==> src/rtl/lcd_fmt_pkg.sv <==
// rtl/lcd_fmt_pkg.sv - shared states, character constants and hex helper for lcd_text_formatter
package lcd_fmt_pkg;

    typedef enum logic [2:0] {
        IDLE,
        CAPTURE,
        HEX,
        BCD,
        DEC,
        SWAP
    } fmt_state_e;

    // Label bytes, leftmost character in the top byte.
    localparam logic [23:0] LBL_R0    = 24'h52_30_3D;  // "R0="
    localparam logic [23:0] LBL_R1    = 24'h52_31_3D;  // "R1="
    localparam logic [7:0]  CHAR_ZERO = 8'h30;
    localparam logic [7:0]  CHAR_A_UP = 8'h41;
    localparam logic [7:0]  CHAR_A_LO = 8'h61;

    function automatic logic [7:0] hex2ascii(input logic [3:0] nibble, input logic upper);
        logic [7:0] base;
        if (nibble < 4'd10) begin
            return CHAR_ZERO + {4'b0000, nibble};
        end
        base = upper ? CHAR_A_UP : CHAR_A_LO;
        return base + {4'b0000, nibble} - 8'd10;
    endfunction

endpackage

==> src/rtl/lcd_bin2bcd.sv <==
// rtl/lcd_bin2bcd.sv - 16-cycle iterative double-dabble binary to 5-digit BCD converter
//  Compiled only when LCD_FMT_DEC_EN is defined.
//  clk, rstn : clock, asynchronous active-low reset
//  start     : load bin and begin conversion (one cycle)
//  bin[15:0] : binary value sampled with start
//  done      : high in the cycle whose edge performs the final step; bcd valid from next cycle
//  bcd[19:0] : five BCD digits, digit 4 in bcd[19:16]
`ifdef LCD_FMT_DEC_EN
module lcd_bin2bcd (
    input  logic        clk,
    input  logic        rstn,
    input  logic        start,
    input  logic [15:0] bin,
    output logic        done,
    output logic [19:0] bcd
);

    logic        running;
    logic [3:0]  step;
    logic [15:0] bin_r;
    logic [19:0] bcd_r;
    logic [19:0] adj;

    // Add-3 correction on every digit that would overflow past 9 after the shift.
    always_comb begin
        adj = bcd_r;
        for (int d = 0; d < 5; d++) begin
            if (bcd_r[4*d +: 4] >= 4'd5) begin
                adj[4*d +: 4] = bcd_r[4*d +: 4] + 4'd3;
            end
        end
    end

    always_ff @(posedge clk or negedge rstn) begin
        if (!rstn) begin
            running <= 1'b0;
            step    <= 4'd0;
            bin_r   <= 16'd0;
            bcd_r   <= 20'd0;
        end else if (start) begin
            running <= 1'b1;
            step    <= 4'd0;
            bin_r   <= bin;
            bcd_r   <= 20'd0;
        end else if (running) begin
            bcd_r <= {adj[18:0], bin_r[15]};
            bin_r <= {bin_r[14:0], 1'b0};
            step  <= step + 4'd1;
            if (step == 4'd15) begin
                running <= 1'b0;
            end
        end
    end

    assign done = running && (step == 4'd15);
    assign bcd  = bcd_r;

endmodule
`endif

==> src/rtl/lcd_text_formatter.sv <==
// rtl/lcd_text_formatter.sv - renders two 16-bit values as a double-buffered 2-line LCD text frame
//  Optional feature macro: LCD_FMT_DEC_EN (line 2 shows val1 as 5-digit decimal).
//  clk          : system clock
//  rstn         : asynchronous active-low reset
//  refresh      : frame request, sampled every cycle; merges into one pending request while busy
//  val0, val1   : values for line 1 and line 2, snapshotted at the start of a frame
//  rd_addr      : front-buffer character index (0..COLS-1 line 1, COLS..2*COLS-1 line 2)
//  rd_char      : registered character at rd_addr, 1-cycle latency
//  frame_valid  : sticky, set once the first frame is visible
//  frame_done   : 1-cycle pulse when a new frame becomes visible
//  busy         : high while a frame is being built
module lcd_text_formatter
    import lcd_fmt_pkg::*;
#(
    parameter int         COLS       = 16,
    parameter logic [7:0] BLANK_CHAR = 8'h20,
    parameter bit         HEX_UPPER  = 1'b1,
    localparam int        FRAME      = 2 * COLS,
    localparam int        ADDR_W     = $clog2(2 * COLS)
) (
    input  logic              clk,
    input  logic              rstn,
    input  logic              refresh,
    input  logic [15:0]       val0,
    input  logic [15:0]       val1,
    input  logic [ADDR_W-1:0] rd_addr,
    output logic [7:0]        rd_char,
    output logic              frame_valid,
    output logic              frame_done,
    output logic              busy
);

`ifdef LCD_FMT_DEC_EN
    localparam logic [2:0] HEX_LAST = 3'd3;
`else
    localparam logic [2:0] HEX_LAST = 3'd7;
`endif

    fmt_state_e        state, state_nxt;
    logic              pending;
    logic [2:0]        cnt;
    logic [15:0]       snap0, snap1;
    logic [7:0]        back  [FRAME];
    logic [7:0]        front [FRAME];

    logic [15:0]       hex_word;
    logic [3:0]        hex_nib;
    logic [ADDR_W-1:0] hex_pos;

    // Fixed part of the layout: labels at the start of each line, blanks elsewhere.
    function automatic logic [7:0] layout_char(input int pos);
        logic [7:0] ch;
        ch = BLANK_CHAR;
        if (pos == 0)        ch = LBL_R0[23:16];
        if (pos == 1)        ch = LBL_R0[15:8];
        if (pos == 2)        ch = LBL_R0[7:0];
        if (pos == COLS)     ch = LBL_R1[23:16];
        if (pos == COLS + 1) ch = LBL_R1[15:8];
        if (pos == COLS + 2) ch = LBL_R1[7:0];
        return ch;
    endfunction

    // Counts 0..3 address val0 digits MSB-first, 4..7 address val1 digits.
    always_comb begin
        hex_word = cnt[2] ? snap1 : snap0;
        hex_nib  = hex_word[{~cnt[1:0], 2'b00} +: 4];
        hex_pos  = cnt[2] ? ADDR_W'(COLS + 3) + ADDR_W'(cnt[1:0])
                          : ADDR_W'(3) + ADDR_W'(cnt[1:0]);
    end

`ifdef LCD_FMT_DEC_EN
    logic              bcd_start;
    logic              bcd_done;
    logic [19:0]       bcd_q;
    logic [2:0]        dec_sel;
    logic [3:0]        dec_digit;
    logic [ADDR_W-1:0] dec_pos;

    assign bcd_start = (state == HEX) && (state_nxt == BCD);

    lcd_bin2bcd u_bin2bcd (
        .clk   (clk),
        .rstn  (rstn),
        .start (bcd_start),
        .bin   (snap1),
        .done  (bcd_done),
        .bcd   (bcd_q)
    );

    // Most significant decimal digit first.
    always_comb begin
        dec_sel   = 3'd4 - cnt;
        dec_digit = bcd_q[{dec_sel, 2'b00} +: 4];
        dec_pos   = ADDR_W'(COLS + 3) + ADDR_W'(cnt);
    end
`endif

    always_comb begin
        state_nxt = state;
        case (state)
            IDLE:    if (refresh || pending) state_nxt = CAPTURE;
            CAPTURE: state_nxt = HEX;
`ifdef LCD_FMT_DEC_EN
            HEX:     if (cnt == HEX_LAST) state_nxt = BCD;
            BCD:     if (bcd_done) state_nxt = DEC;
            DEC:     if (cnt == 3'd4) state_nxt = SWAP;
`else
            HEX:     if (cnt == HEX_LAST) state_nxt = SWAP;
`endif
            SWAP:    state_nxt = IDLE;
            default: state_nxt = IDLE;
        endcase
    end

    always_ff @(posedge clk or negedge rstn) begin
        if (!rstn) begin
            state       <= IDLE;
            pending     <= 1'b0;
            cnt         <= 3'd0;
            snap0       <= 16'd0;
            snap1       <= 16'd0;
            frame_valid <= 1'b0;
            frame_done  <= 1'b0;
            rd_char     <= BLANK_CHAR;
            for (int i = 0; i < FRAME; i++) begin
                back[i]  <= BLANK_CHAR;
                front[i] <= BLANK_CHAR;
            end
        end else begin
            state      <= state_nxt;
            frame_done <= (state == SWAP);
            if (state == SWAP) begin
                frame_valid <= 1'b1;
            end

            // A request while idle starts the frame directly; otherwise it is remembered once.
            if (state == IDLE) begin
                pending <= 1'b0;
            end else if (refresh) begin
                pending <= 1'b1;
            end

            cnt <= (state_nxt != state) ? 3'd0 : cnt + 3'd1;

            case (state)
                CAPTURE: begin
                    snap0 <= val0;
                    snap1 <= val1;
                    for (int i = 0; i < FRAME; i++) begin
                        back[i] <= layout_char(i);
                    end
                end
                HEX: back[hex_pos] <= hex2ascii(hex_nib, HEX_UPPER);
`ifdef LCD_FMT_DEC_EN
                DEC: back[dec_pos] <= CHAR_ZERO + {4'b0000, dec_digit};
`endif
                SWAP: begin
                    for (int i = 0; i < FRAME; i++) begin
                        front[i] <= back[i];
                    end
                end
                default: ;
            endcase

            // On the swap edge the read bypasses to the back buffer so it sees the new frame.
            if ({1'b0, rd_addr} >= (ADDR_W + 1)'(FRAME)) begin
                rd_char <= BLANK_CHAR;
            end else if (state == SWAP) begin
                rd_char <= back[rd_addr];
            end else begin
                rd_char <= front[rd_addr];
            end
        end
    end

    assign busy = (state != IDLE);

endmodule

==> config.mk <==
export PLATFORM = sky130hd
export DESIGN_NAME = lcd_text_formatter
export DESIGN_NICKNAME = d
export VERILOG_FILES = /design/src/rtl/lcd_fmt_pkg.sv /design/src/rtl/lcd_bin2bcd.sv /design/src/rtl/lcd_text_formatter.sv
export SDC_FILE = /design/constraint.sdc
export NUM_CORES = 1
export LEC_CHECK = 0
export ABC_AREA = 1
export CAP_MARGIN = 20
export CORE_ASPECT_RATIO = 1.5
export CORE_MARGIN = 2
export CORE_UTILIZATION = 55
export CTS_CLUSTER_SIZE = 10
export DETAILED_ROUTE_END_ITERATION = 10
export MAX_ROUTING_LAYER = met4
export PLACE_DENSITY_LB_ADDON = 0.1
export RECOVER_POWER = 50
export SLEW_MARGIN = 20
export SYNTH_ARGS = -nofsm -noshare
export SYNTH_HDL_FRONTEND = slang
export SYNTH_SLANG_ARGS = --single-unit
==> constraint.sdc <==
create_clock -name clk -period 2 [get_ports clk]
set_input_delay 0.2 -clock clk [delete_from_list [all_inputs] [get_ports clk]]
set_output_delay 0.2 -clock clk [all_outputs]
set_load 0.01 [all_outputs]
======== After elaboration in Yosys (flattened, before gate mapping) ========
Index checks and enable logic that the tools add are counted.
word-level totals
  bits in registers ....................... 561
  bits in latches ......................... 0
  memory bits (writable) .................. 0
  ROM bits ................................ 0
  input bits .............................. 40
  output and inout bits ................... 11
  word-level logic and storage cells ...... 121
  memories kept ........................... 0
operators by class
  $add $sub $neg .......................... 6
  $mul .................................... 0
  divide/modulo/power cells ............... 0
  magnitude comparators ................... 4
  eq/ne operators ......................... 5
  shift operators ......................... 1
  mux-type cells .......................... 24
  bitwise gates (word level) .............. 3
  reductions and logical operators ........ 6
operator list
  operator                                                  count
  one-hot mux 256 bit (2 select lines)                      1
  bitwise mux 256 bit                                       1
  binary-select mux 8 bit (select 5 bit)                    2
  2-to-1 mux 8 bit                                          9
  demux 8 bit (select 5 bit)                                1
  2-to-1 mux 16 bit                                         1
  variable part select 16 x 5 -> 4 bit                      1
  greater-or-equal comparator 6 bit, second input constant  2
  inverter 5 -> 6 bit                                       2
  2-to-1 mux 3 bit                                          3
  one-hot mux 3 bit (3 select lines)                        1
  adder 7 x 4 -> 8 bit, first input constant                1
  subtractor 8 x 4 -> 8 bit, second input constant          1
  adder 6 x 4 -> 7 bit, first input constant                1
  equality test 3 bit, second input constant                2
  < comparator 6 x 1 -> 1 bit, second input constant        1
  adder 5 x 2 -> 5 bit, first input constant                1
  2-to-1 mux 5 bit                                          1
  < comparator 4 bit, second input constant                 1
  2-to-1 mux 1 bit                                          4
  nonzero test 2 bit                                        2
  adder 2 x 2 -> 3 bit, first input constant                1
  adder 3 x 1 -> 3 bit, second input constant               1
  equality test 3 x 1 -> 1 bit, second input constant       1
  other kinds (7)                                           7

======== Depth between registers and ports, before layout ========
  word-level depth ........................ 9
  depth in mapped cells ................... 15
  mapped depth without buffers ............ 13

======== Worst setup path after synthesis ========
No wires, ideal clock.
  path kind ............................... register to register
  from .................................... register cnt[2]
  to ...................................... register back[230] (netlist name)
  setup time .............................. 131 ps
  arrival time ............................ 1844 ps
  required time ........................... 1869 ps
  slack ................................... 25 ps
  cell stages (with the launch flop) ...... 15
  path buffers ............................ 3
  clock period less this slack ............ 1975 ps
  cells stage by stage .................... dfrtp_1 > buf_6 > buf_6 > nor2_1 > nor2_1 > o21ai_0 > nand2_1 > o21ai_2 > ha_1 > nand2_1 > inv_1 > nor2_4 > inv_2 > buf_6 > o22ai_2
between the ends
  longest elaborated chain between the ends .. 9
  elaborated cells on any way between the ends .. 20
  those cells by class .................... add/sub (3); order compare (3); shift (1); mux (11); bitwise (1); reduce/logical (1)
ends and longest elaborated chain
  what                                                                          line                       RTL
  from (decl)                                                                   lcd_text_formatter.sv:41   logic [2:0] cnt;
  from (signal assigned)                                                        lcd_text_formatter.sv:143  cnt <= (state_nxt != state) ? 3'd0 : cnt + 3'd1;
  parallel branches: the longest is 7 deep, another holds adder 7 x 4 -> 8 bit  --
  bitwise mux 256 bit *                                                         lcd_text_formatter.sv:153  HEX: back[hex_pos] <= hex2ascii(hex_nib, HEX_UPPER);
  one-hot mux 256 bit (2 select lines) *                                        lcd_text_formatter.sv:145  case (state)
  to (signal, indexed assignment)                                               lcd_text_formatter.sv:150  back[i] <= layout_char(i);
  to (signal, indexed assignment)                                               lcd_text_formatter.sv:153
  to (decl)                                                                     lcd_text_formatter.sv:43   logic [7:0] back [FRAME];
Mark *: on every way between the ends. The select of a mux whose other input is x is not followed.
A chain may end at the register's enable or synchronous reset.

======== Worst setup path in the final report ========
  from .................................... register cnt[2]
  to ...................................... register back[106] (netlist name)
The elaborated chain is that of the path after synthesis.

==> flow_metrics.env <==
export IMPL_end_kind="flip-flop"
export IMPL_ios=51
export IMPL_dp_hpwl_um=25600
export IMPL_cts_made_buffers=31
export IMPL_grt_max_degree=60
export IMPL_fin_crit_ns=1.97
export IMPL_required_ns=2.46
export IMPL_max_clock_freq_mhz=507
export IMPL_relSlewSlack=0.246
export IMPL_setup_tns_ns=0
export IMPL_slew_viol_final=0
export IMPL_area_growth_pct=16.7
export IMPL_p_leak_nw=7.81
export IMPL_critPathCapture="back[106]"
export IMPL_skew_ns=0.00848
export IMPL_routabilityCongestion=0.936
export IMPL_yosysSeqAreaShare=0.516
export IMPL_wire_per_inst_um=18.0
export IMPL_fin_crit_sh=0.986
export IMPL_rrSetupSlack_ns=0.03
export IMPL_clk_latency_ns=0.57
export IMPL_die_y_um=195
export IMPL_ys_seq_elements=275
export IMPL_layout_drive_gt1_share=0.142
export IMPL_start_util=0.555
export IMPL_regArea_um2=6930
export IMPL_syn_avg_cell_area_um2=7.99
export IMPL_io_buffers=50
export IMPL_synthCells=1679
export IMPL_grt_usage=0.308
export IMPL_rr_worst_depth=15
export IMPL_cts_root_buf="clkbuf_16"
export IMPL_hold_path_class="in -> async"
export IMPL_fin_ws_ns=0.0280
export IMPL_maxCapViolCount=0
export IMPL_diodes=0
export IMPL_nets=1809
export IMPL_cp_max_fo=5
export IMPL_rsz0062_at_grt="yes"
export IMPL_post_drt_via_cell_ratio=5.50
export IMPL_worst_hold_slack_ns=0.142
export IMPL_hold_viol=0
export IMPL_place_ws_ns=-0.0329
export IMPL_drc=0
export IMPL_ys_warnings_count=0
export IMPL_num_rows=70
export IMPL_syn_nets=1727
export IMPL_grt_pass1_wl_um=60800
export IMPL_synth_area_um2=13400
export IMPL_p_per_area_nw_per_um2=1310
export IMPL_p_total_mw=20.6
export IMPL_critPathLaunch="cnt[2]"
export IMPL_setup_viol=0
export IMPL_design_area_um2=15700
export IMPL_status="complete, no violations"
export IMPL_worst_pin_slew_ns=1.13
export IMPL_final_antenna_net_count=0
export IMPL_drt_pass1_iter_count=5
export IMPL_htreeDepth=1
export IMPL_chipWidth_um=132
export IMPL_clk_pin_slew_ns=0.06
export IMPL_start_kind="flip-flop"
export IMPL_core_um2=24200
export IMPL_placed_area_um2=14700
export IMPL_wl_um=37700
export IMPL_num_fill_cells=2140
export IMPL_vdd_drop_max_v=0.00118
export IMPL_die_area_um2=25700
export IMPL_multi_input_area_um2=5480
export IMPL_synth_distinct_cells=36
export IMPL_cts_tree="built"
export IMPL_cts_buffer_depth=3
export IMPL_gr_total_overflow=0
export IMPL_vias=11500
export IMPL_drtIter0Drc=1031
export IMPL_r2r_start="cnt[2]"
export IMPL_critical_path_arrival_ns=2.43
export IMPL_first_global_vias=11400
export IMPL_r2r_end="back[106]"
export IMPL_antenna_found_initial=0
export IMPL_path_class="reg -> reg"
export IMPL_cts_sinks=275
## flip-flops by register name (all words and copies together), names as in the netlist
| signal | cells |
|---|---|
| snap1 | 16 |
| snap0 | 16 |
| state | 3 |
| cnt | 3 |
| rd_char | 8 |
| back | 113 |
| frame_done | 1 |
| front | 113 |
| pending | 1 |
| frame_valid | 1 |
## synthesized netlist by cell type
cell type  instances  share of area
a21oi_1           65          0.024
conb_1             1        0.00028
buf_2             19         0.0071
nand2_1          565           0.16
nor2_4             1        0.00084
dfstp_2           35          0.069
o21ai_2            1        0.00065
ha_1               8         0.0075
clkinv_1           1        0.00028
nand3_2           15          0.011
o22ai_2           20          0.019
buf_6              8         0.0067
nand2_2            2        0.00093
a21o_1             6         0.0034
nor2_2             2        0.00093
buf_1              8         0.0022
o211ai_2           2         0.0019
nor2_1            56          0.016
clkbuf_1          59          0.017
a22oi_1            8         0.0045
or2_2              2        0.00093
nand3b_1           1        0.00056
o21ai_0          143          0.053
inv_2             14         0.0039
o22ai_1           25          0.012
buf_12             2         0.0030
dfrtp_1          240           0.45
o211ai_1           1        0.00056
nand2_4            8         0.0067
o21ai_1           10         0.0037
buf_4              1        0.00056
nand4_1            2        0.00093
inv_1            147          0.041
inv_6              1        0.00065
nand3_1          199          0.074
nor3_2             1        0.00075
## metal layers
| metal | up-vias | GRT usage | wire length [µm] |
|---|---|---|---|
| met3 | 107 | 0.0275 | 2180 |
| met4 | 0 | 0.135 | 1710 |
| met1 | 5465 | 0.376 | 14700 |
| met5 | - | - | 0 |
| met2 | 413 | 0.523 | 19100 |
| li1 | 5560 | - | - |
## critical path: stages (launching register included)
cell and delay, ns:
dfrtp_2 0.45, buf_6 0.15, nor2_2 0.10, nor2_1 0.05
o21ai_1 0.09, nand2_1 0.09, o21ai_2 0.16, ha_2 0.23
buf_4 0.12, inv_1 0.04, nand3_2 0.06, nand2_1 0.08
nand3_2 0.09, nand3_1 0.07, nand2_1 0.06, inv_1 0.03
## per-stage QoR
| step | utilization | std cells |
|---|---|---|
| 2_1_floorplan | - | 1679 |
| 3_3_place_gp | 0.610 | 2049 |
| 3_5_place_dp | 0.610 | 2049 |
| 4_1_cts | 0.645 | 2096 |
| 5_1_grt | 0.648 | 2098 |
| 6_report | 0.648 | 2098 |
## area by class of cell
type,count,area share
repair buffers,146,0.0884
clock inverters,2,0.000879
clock buffers,44,0.0527
multi-input cells,1144,0.350
flip-flops and latches,275,0.442
well taps,324,0.0259
inverters,163,0.0396
## worst min-delay path by stage
stage	end	depth (start not counted)	slack, ns	start
2_1_floorplan	back[100]	0	-0.1	rstn
3_3_place_gp	front[74]	1	0.18	rstn
3_5_place_dp	front[74]	1	0.16	rstn
4_1_cts	snap0[7]	3	0.15	val0[7]
5_1_grt	snap0[15]	3	0.19	val0[15]
6_report	front[74]	2	0.14	rstn
## logic make-up (layout without fill, tap and decap cells)
family	count (synthesis)	count (layout)	share of synthesized area
other	1	1	0.000279
and+or+nand+nor	854	854	0.272
DFF	275	275	0.516
buffers and inverters	260	355	0.0820
AOI/OAI and AO/OA	281	281	0.123
adders and majority gates	8	8	0.00746
## cells in the final DEF, fill, tap and decap left out, types with 5 or more instances in the layout
cell and n:
nand2_1 564, dfrtp_1 239, nand3_1 195, inv_1 142, o21ai_0 141, buf_4 75, a21oi_1 65, nor2_1 52
clkdlybuf4s50_1 46, dfstp_2 35, clkbuf_16 32, o22ai_1 23, o22ai_2 22, inv_2 18, nand3_2 18, clkbuf_1 15
o21ai_1 12, buf_12 12, nand2_4 7, a22oi_1 7, ha_1 7, a21o_1 6, nor2_2 5
## repair_timing
action / CTS / global route
resized for setup: 1 / 27
hold buffers: 1 / 0
pin swaps: 0 / 6
cloned: 0 / 1
setup endpoints to repair: 1 / 100
endpoints found under the hold margin: 126 / 0
buffers inserted: 0 / 1
## where the power goes
| part | total (mW) | switching (mW) | internal (mW) |
|---|---|---|---|
| logic | 7.65 | 4.96 | 2.69 |
| registers | 7.95 | 0.796 | 7.15 |
| clock network | 4.96 | 2.15 | 2.80 |
(Power assumes the default switching activity.)
